**src/rtl/uart_pkg.sv**
```systemverilog
// Shared definitions for the UART transmit path: FSM encoding, oversampling
// default and the baud_select -> clock divisor table.
package uart_pkg;

  localparam int DATA_W_DEF     = 8;
  localparam int OVERSAMPLE_DEF = 16;
  localparam int DIV_W          = 16;

  localparam logic [2:0] ST_IDLE   = 3'd0;
  localparam logic [2:0] ST_START  = 3'd1;
  localparam logic [2:0] ST_DATA   = 3'd2;
  localparam logic [2:0] ST_PARITY = 3'd3;
  localparam logic [2:0] ST_STOP   = 3'd4;

  // Clock cycles per sample_ENABLE at 100 MHz, round(100e6 / (16 * baud)).
  function automatic logic [DIV_W-1:0] baud_divisor(input logic [2:0] sel);
    logic [DIV_W-1:0] div;
    case (sel)
      3'b000:  div = 16'd20833;
      3'b001:  div = 16'd5208;
      3'b010:  div = 16'd1302;
      3'b011:  div = 16'd651;
      3'b100:  div = 16'd326;
      3'b101:  div = 16'd163;
      3'b110:  div = 16'd109;
      default: div = 16'd54;
    endcase
    return div;
  endfunction

endpackage

```
**src/rtl/uart_transmitter_baud_controller.sv**
```systemverilog
// Free-running divisor counter producing a one-cycle sample_ENABLE every
// baud_divisor(baud_select) clocks; held at zero while reset is high.
module baud_controller
  import uart_pkg::*;
(
  input  logic       clk,
  input  logic       reset,
  input  logic [2:0] baud_select,
  output logic       sample_ENABLE
);

  logic [DIV_W-1:0] div_cnt;
  logic [DIV_W-1:0] div_last;

  assign div_last      = baud_divisor(baud_select) - 16'd1;
  assign sample_ENABLE = (div_cnt == div_last);

  always_ff @(posedge clk) begin
    if (reset) begin
      div_cnt <= '0;
    end else if (div_cnt == div_last) begin
      div_cnt <= '0;
    end else begin
      div_cnt <= div_cnt + 16'd1;
    end
  end

endmodule

```
**src/rtl/uart_transmitter.sv**
```systemverilog
// UART transmitter: start, DATA_W bits LSB first, even parity, stop.
// Each bit spans OVERSAMPLE sample_ENABLE ticks of the gated baud_controller.
module uart_transmitter
  import uart_pkg::*;
#(
  parameter int DATA_W     = DATA_W_DEF,
  parameter int OVERSAMPLE = OVERSAMPLE_DEF
) (
  input  logic              clk,
  input  logic              reset,
  input  logic [DATA_W-1:0] Tx_DATA,
  input  logic [2:0]        baud_select,
  input  logic              Tx_WR,
  input  logic              Tx_EN,
  output logic              TxD,
  output logic              Tx_BUSY,
  output logic [2:0]        state
);

  localparam int TICK_W = $clog2(OVERSAMPLE);
  localparam int IDX_W  = $clog2(DATA_W);

  // Handshake: a write is taken on a rising edge with Tx_WR=1, Tx_EN=1 and
  // the FSM in IDLE; Tx_BUSY is the ready-inverse and Tx_WR is never queued.
  logic              accept;
  logic              baud_reset;
  logic              sample_enable;
  logic              bit_done;
  logic              last_bit;
  logic [TICK_W-1:0] tick_cnt;
  logic [IDX_W-1:0]  bit_idx;
  logic [IDX_W-1:0]  next_idx;
  logic [DATA_W-1:0] data_q;
  logic              parity_q;
  logic [2:0]        baud_q;
  logic              txd_q;

  assign accept     = Tx_WR & Tx_EN & (state == ST_IDLE);
  assign baud_reset = reset | (state == ST_IDLE);
  assign bit_done   = sample_enable & (tick_cnt == TICK_W'(OVERSAMPLE - 1));
  assign last_bit   = (bit_idx == IDX_W'(DATA_W - 1));
  assign next_idx   = bit_idx + IDX_W'(1);

  assign TxD     = txd_q;
  assign Tx_BUSY = (state != ST_IDLE);

  // Divisor counter restarts from zero on the first cycle after accept.
  baud_controller u_baud (
    .clk           (clk),
    .reset         (baud_reset),
    .baud_select   (baud_q),
    .sample_ENABLE (sample_enable)
  );

  always_ff @(posedge clk) begin
    if (reset) begin
      state    <= ST_IDLE;
      txd_q    <= 1'b1;
      tick_cnt <= '0;
      bit_idx  <= '0;
      data_q   <= '0;
      parity_q <= 1'b0;
      baud_q   <= '0;
    end else if (state == ST_IDLE) begin
      txd_q    <= 1'b1;
      tick_cnt <= '0;
      bit_idx  <= '0;
      if (accept) begin
        data_q   <= Tx_DATA;
        parity_q <= ^Tx_DATA;
        baud_q   <= baud_select;
        txd_q    <= 1'b0;
        state    <= ST_START;
      end
    end else if (sample_enable) begin
      if (!bit_done) begin
        tick_cnt <= tick_cnt + TICK_W'(1);
      end else begin
        // Bit period over: present the next bit from the following cycle.
        tick_cnt <= '0;
        case (state)
          ST_START: begin
            state   <= ST_DATA;
            bit_idx <= '0;
            txd_q   <= data_q[0];
          end
          ST_DATA: begin
            if (last_bit) begin
              state <= ST_PARITY;
              txd_q <= parity_q;
            end else begin
              bit_idx <= next_idx;
              txd_q   <= data_q[next_idx];
            end
          end
          ST_PARITY: begin
            state <= ST_STOP;
            txd_q <= 1'b1;
          end
          default: begin
            state <= ST_IDLE;
            txd_q <= 1'b1;
          end
        endcase
      end
    end
  end

endmodule
```
**config.mk**
```make
export PLATFORM = sky130hd
export DESIGN_NAME = uart_transmitter
export DESIGN_NICKNAME = d
export VERILOG_FILES = /design/src/rtl/uart_pkg.sv /design/src/rtl/uart_transmitter_baud_controller.sv /design/src/rtl/uart_transmitter.sv
export SDC_FILE = /design/constraint.sdc
export NUM_CORES = 1
export LEC_CHECK = 0
export ABC_CLOCK_PERIOD_IN_PS = 4000
export BUFFER_PORTS_ARGS = -buffer_cell sky130_fd_sc_hd__buf_2
export CAP_MARGIN = 25
export CORE_ASPECT_RATIO = 1.1
export CORE_UTILIZATION = 59
export DETAILED_ROUTE_END_ITERATION = 7
export MAX_ROUTING_LAYER = met4
export PLACE_DENSITY = 0.79
export SLEW_MARGIN = 20
export SYNTH_ARGS = -nofsm -noshare
export SYNTH_HDL_FRONTEND = slang
export SYNTH_SLANG_ARGS = --single-unit
```
**constraint.sdc**
```tcl
create_clock -name clk -period 4 [get_ports clk]
set_clock_uncertainty 0.1 [all_clocks]
set_input_delay 0 -clock clk [delete_from_list [all_inputs] [get_ports clk]]
set_output_delay 0 -clock clk [all_outputs]
set_load 0.01 [all_outputs]
```
Yosys cells after proc, flatten, opt, wreduce, memory -nomap -nowiden
Cells that the tools add are included.
Operators by class
  add/subtract/negate cells: 4
  multiply operators: 0
  div/mod/pow operators: 0
  magnitude comparators: 1
  eq/ne operators: 15
  shift operators: 0
  muxes and demuxes: 18
  bitwise operators: 4
  reduce and logical (&&, ||, !) cells: 13
Operator list (number)
  $pmux 15 s7: 1
  $mux 3: 6
  $add 16x1->16 const B: 1
  $eq 16x16->1: 1
  $sub 15x1->16 const B: 1
  $eq 3x2->1 const B: 4
  $eq 3x3->1 const B: 4
  $pmux 3 s3: 1
  $reduce_and 4->1: 2
  $reduce_xor 8->1: 1
  $eq 3x1->1 const B: 2
  $logic_not 3->1: 2
  $mux 1: 6
  $pmux 3 s2: 1
  $reduce_bool 2->1: 3
  $add 4x1->4 const B: 1
  $eq 4x4->1 const B: 1
  $lt 3x4->1 const B: 1
  $mux 4: 1
  $ne 2x2->1 const B: 2
  $reduce_and 2->1: 2
  $reduce_or 2->1: 2
  $add 3x1->3 const B: 1
  $and 1x1->1: 3
  other kinds (5): 5
Word-level totals
  register bits: 39
  bits in latches: 0
  memory bits (writable): 0
  ROM bits: 0
  input bits: 15
  output and inout bits: 5
  memories kept: 0

Logic depth before layout (Yosys ltp)
  depth after elaboration: 8
  mapped depth: 13
  gate-level depth less buffers: 11

By module
Synthesis repeated with hierarchy kept, for this count alone.
Second synthesis, totals
  cells, all modules: 294
  area total of the unflattened synthesis: 2397.3 um2
By module, submodules not included
  baud_controller: times used 1, cells an instance 159, area each 1266.2 um2, sequential area each 320.3 um2
  uart_transmitter: times used 1, cells an instance 135, area each 1131.1 um2, sequential area each 460.4 um2

Worst setup path after synthesis
No wires, ideal clock.
  kind: flip-flop to flip-flop
  from: register baud_q[0]
  to: register bit_idx[0]
  setup time: 0.072 ns
  arrival time: 2.607 ns
  required time: 3.828 ns
  slack: 1.221 ns
  cell stages (with the launch flop): 13
  period minus slack after synthesis: 2.779 ns
  path through: dfxtp_1 buf_2 nor2b_1 nor2_1 xnor2_1 ha_1 xor2_1 a211oi_1 a211oi_1 o211a_1 nand3_2 and4bb_2 mux2i_1
Between the ends
  cells in the longest elaborated chain, start to end: 6
  elaborated cells on any way between the ends: 12
Ends and longest elaborated chain
  start: declaration: line uart_transmitter.sv:35  | logic [2:0] baud_q;
  start signal: assignment: line uart_transmitter.sv:71  | baud_q <= baud_select;
  $eq 3x3->1 (tied with other cells): line uart_pkg.sv:18  | case (sel)
  $pmux 15 s7 (*): line uart_pkg.sv:18
  $sub 15x1->16 (*): line uart_transmitter_baud_controller.sv:15  | assign div_last = baud_divisor(baud_select) - 16'd1;
  $eq 16x16->1 (*): line uart_transmitter_baud_controller.sv:16  | assign sample_ENABLE = (div_cnt == div_last);
  $and 1x1->1: line uart_transmitter.sv:40  | assign bit_done = sample_enable & (tick_cnt == TICK_W'(OVERSAMPLE - 1));
  $reduce_and 4->1 (no source line) (*)
  end signal: assignment: line uart_transmitter.sv:92  | bit_idx <= next_idx;
  end: declaration: line uart_transmitter.sv:31  | logic [IDX_W-1:0] bit_idx;
Mark *: on every way between the ends. The rest lies on a longest branch, timed or not.
A chain may end at the register's enable or synchronous reset.

Final worst setup path
  from: register baud_q[0]
  to: register bit_idx[1]
Same word-level chain as after synthesis.

==> impl_metrics.json <==
{
  "avgRoutedWirePerCell_um": 14.07,
  "initial_core_util_pct": 62.17,
  "synth_top_family_by_area": "simple AND/OR/NAND/NOR gates",
  "htreeDepth": 2,
  "vias_per_cell": 5.709,
  "cts_buffer_depth": 2,
  "grt_overflow": 0,
  "drtPass1Iterations": 4,
  "synth_area_leaders": "dfxtp_1, nand2_1, xnor2_1",
  "wl_met3_um": 121,
  "final_core_util_pct": 72.03,
  "gp_congestion": 0.8453,
  "drive_above_1_share_pct": 11.40,
  "min-delay-path-class": "input pin to flop",
  "synth-edff-count": 0,
  "status": "complete, no violations",
  "postSynthAreaPerCell_um2": 8.086,
  "cp_data_required_time_ns": 4.13,
  "setup_tns_ns": 0,
  "synth-seq-area-share_pct": 34.36,
  "io_pins": 20,
  "synthCells": 281,
  "timing_max_transition_violations_final": 0,
  "clkTransAtPathRegs_ns": 0.07,
  "cts_resized": 0,
  "area_growth_pct": 15.86,
  "diodes": 0,
  "reg2reg_depth": 11,
  "yosys_most_used_dff": "dfxtp_1",
  "dieArea_um2": 4104,
  "slew_headroom_pct": 54.80,
  "min_to": "state[2]",
  "ys_types": 50,
  "placementRows": 23,
  "worst-path-buf-inv": 0,
  "num_vias": 2038,
  "cts-hold-fix-buffers": 20,
  "dp_hpwl_um": 3243,
  "cpPeakStageDelay_ns": 0.76,
  "cp.arrival_ns": 3.54,
  "fmax_mhz": 293.1,
  "worst_pin_slew_ns": 0.6771,
  "hp-start": "reset",
  "die_y_um": 67.09,
  "synth_compound_area_share_pct": 13.38,
  "worst_r2r_endpoint": "bit_idx[1]",
  "crit_slowest_cell": "dfxtp_1",
  "cp-end-kind": "flop",
  "track_usage_pct": 28.82,
  "synth-adder-area-share_pct": 2.753,
  "combPwrFrac_pct": 15.0,
  "drt_wl_total_um": 5022,
  "internal-power_uw": 593.0,
  "drtIter0Drc": 109,
  "path_cells": "nor2b_1 -> nor2_1 -> xnor2_1 -> ha_1 -> xor2_1 -> a211oi_1 -> a211oi_1 -> o211a_1 -> nand3_2 -> and4bb_2 -> mux2i_1",
  "clkSinkCount": 39,
  "yosysTopAreaCell": "dfxtp_1",
  "clock-root-buffer": "clkbuf_8",
  "vdd_drop_max_v": 0.0001750,
  "num-fill-cells": 290,
  "yosysMostFrequentCell": "nand2_1",
  "numCtsBuffers": 5,
  "max_cap_violations": 0,
  "fin_crit_ns": 3.412,
  "port_buffers": 19,
  "seqPwrFrac_pct": 51.2,
  "insertion_delay_ns": 0.29,
  "synth_warnings": 0,
  "crit_family": "simple AND/OR/NAND/NOR gates",
  "crit-reg2reg-launch": "baud_q[0]",
  "topRoutingLayerUsed": "met4",
  "synth_seq_cells": 39,
  "rsz0062_at_grt": "no",
  "drc_errors": 0,
  "hold_depth": 2,
  "synth.area.mux_share_pct": 5.066,
  "grt_pass1_wl_um": 8452,
  "p_total_uw": 806.9,
  "cp_common_cell": "a211oi_1",
  "antenna_found_initial": 0,
  "reg2reg_slack_ns": 0.59,
  "p_switching_uw": 214.0,
  "synth.top_cells.by_count": "nand2_1, dfxtp_1, nor2_1",
  "setup_viol_count_final": 0,
  "pwr-share-clk_pct": 33.8,
  "synthSimpleGateAreaFrac_pct": 27.70,
  "fin_crit_sh_pct": 85.30,
  "wl_met2_um": 2617,
  "die-width_um": 61.17,
  "synth_top_area_share_pct": 34.36,
  "synth_xor_area_share_pct": 12.33,
  "start_kind": "flop",
  "synth_fp_nets": 301,
  "path_class": "flop to flop",
  "async_reset_ff_share_pct": 0,
  "netlist_area_um2": 2272,
  "grt_max_degree": 23,
  "p_sw_share_pct": 26.52,
  "powerDensity_nw_per_um2": 306.5,
  "hold_viol_final": 0,
  "cts_setup_buffers": 0,
  "met1Wirelength_um": 2188,
  "cts_tree": "done",
  "ant_nets": 0,
  "layout.nets": 327,
  "core_area_um2": 3655,
  "critPathMaxFanout": 21,
  "p_leak_uw": 0.001019,
  "grt_pass1_vias": 1941
}
-- layout make-up --
type                    instances  area [µm²]  share of cell area, %
clock buffers                   6       82.58                  3.137
clock inverters                 1       5.005                 0.1901
inverters                       4       15.01                 0.5703
multi-input cells             218        1391                  52.85
flip-flops and latches         39       780.7                  29.66
well taps                      50       62.56                  2.376
repair buffers                 39       295.3                  11.22
-- worst max-delay path by stage --
stage,cells after the start,endpoint,startpoint,slack [ns]
2_1_floorplan,12,bit_idx[0],baud_q[0],1.22
3_3_place_gp,11,bit_idx[1],baud_q[0],0.77
3_5_place_dp,11,u_baud.div_cnt[9],baud_q[0],0.58
4_1_cts,11,u_baud.div_cnt[9],baud_q[0],0.58
5_1_grt,11,u_baud.div_cnt[3],baud_q[0],0.28
6_report,11,bit_idx[1],baud_q[0],0.59
-- power groups by stage --
| stage | clock network, µW | registers [µW] | logic, µW |
|---|---|---|---|
| 6_report | 273 | 413 | 121 |
| 5_1_grt | 291 | 416 | 133 |
| 4_1_cts | 278 | 413 | 119 |
| 3_5_place_dp | 0 | 422 | 103 |
| 3_3_place_gp | 0 | 421 | 101 |
| 2_1_floorplan | 0 | 413 | 86.5 |
-- layer usage --
| layer | global-route usage [%] | vias to the layer above |
|---|---|---|
| met4 | 11.08 | 0 |
| li1 | - | 1025 |
| met2 | 50.00 | 35 |
| met3 | 6.408 | 11 |
| met1 | 31.44 | 967 |
| met5 | - | - |
-- placed cells by master, fill, tap and decap left out, drive strengths merged, types with 2 or more instances in the layout --
cell / Yosys / routed
nor2b: 6 / 6
clkbuf: 12 / 6
nand3: 12 / 12
xor2: 14 / 14
o211a: 2 / 2
or3: 2 / 2
nand4b: 2 / 2
a21oi: 17 / 17
nor2: 30 / 30
dlygate4sd3: 0 / 20
o221ai: 2 / 2
inv: 4 / 4
mux2i: 7 / 7
nor3: 6 / 6
mux4: 2 / 2
nand2: 46 / 46
buf: 8 / 19
nand2b: 3 / 3
xnor2: 18 / 18
and3: 7 / 7
o21ai: 4 / 4
nand4: 5 / 5
a211oi: 4 / 4
o211ai: 3 / 3
dfxtp: 39 / 39
ha: 5 / 5
-- through the flow --
| stage | setup WS, ns | std cells | hold WS [ns] | area [µm²] |
|---|---|---|---|---|
| 2_1_floorplan | 1.221 | 281 | 0.03596 | 2272 |
| 3_3_place_gp | 0.7698 | 330 | 0.1462 | 2345 |
| 3_5_place_dp | 0.5831 | 330 | 0.1458 | 2345 |
| 4_1_cts | 0.5831 | 357 | 0.001774 | 2633 |
| 5_1_grt | 0.2792 | 357 | 0.02879 | 2633 |
| 6_report | 0.5881 | 357 | 0.01194 | 2633 |
-- sequential cells by signal, summed over array words and instances (netlist names) --
signal / count
TxD: 1
baud_q: 3
bit_idx: 3
data_q: 8
parity_q: 1
state: 3
tick_cnt: 4
u_baud.div_cnt: 16
-- cells by family (layout without fill, tap and decap cells) --
kind of cell	Yosys count	in the layout
and+or+nand+nor	128	128
AOI/OAI and AO/OA	44	44
DFF	39	39
xor gates and xnor gates	32	32
buffers and inverters	24	50
muxes	9	9
adders and majority gates	5	5
(Power assumes the default switching activity.)
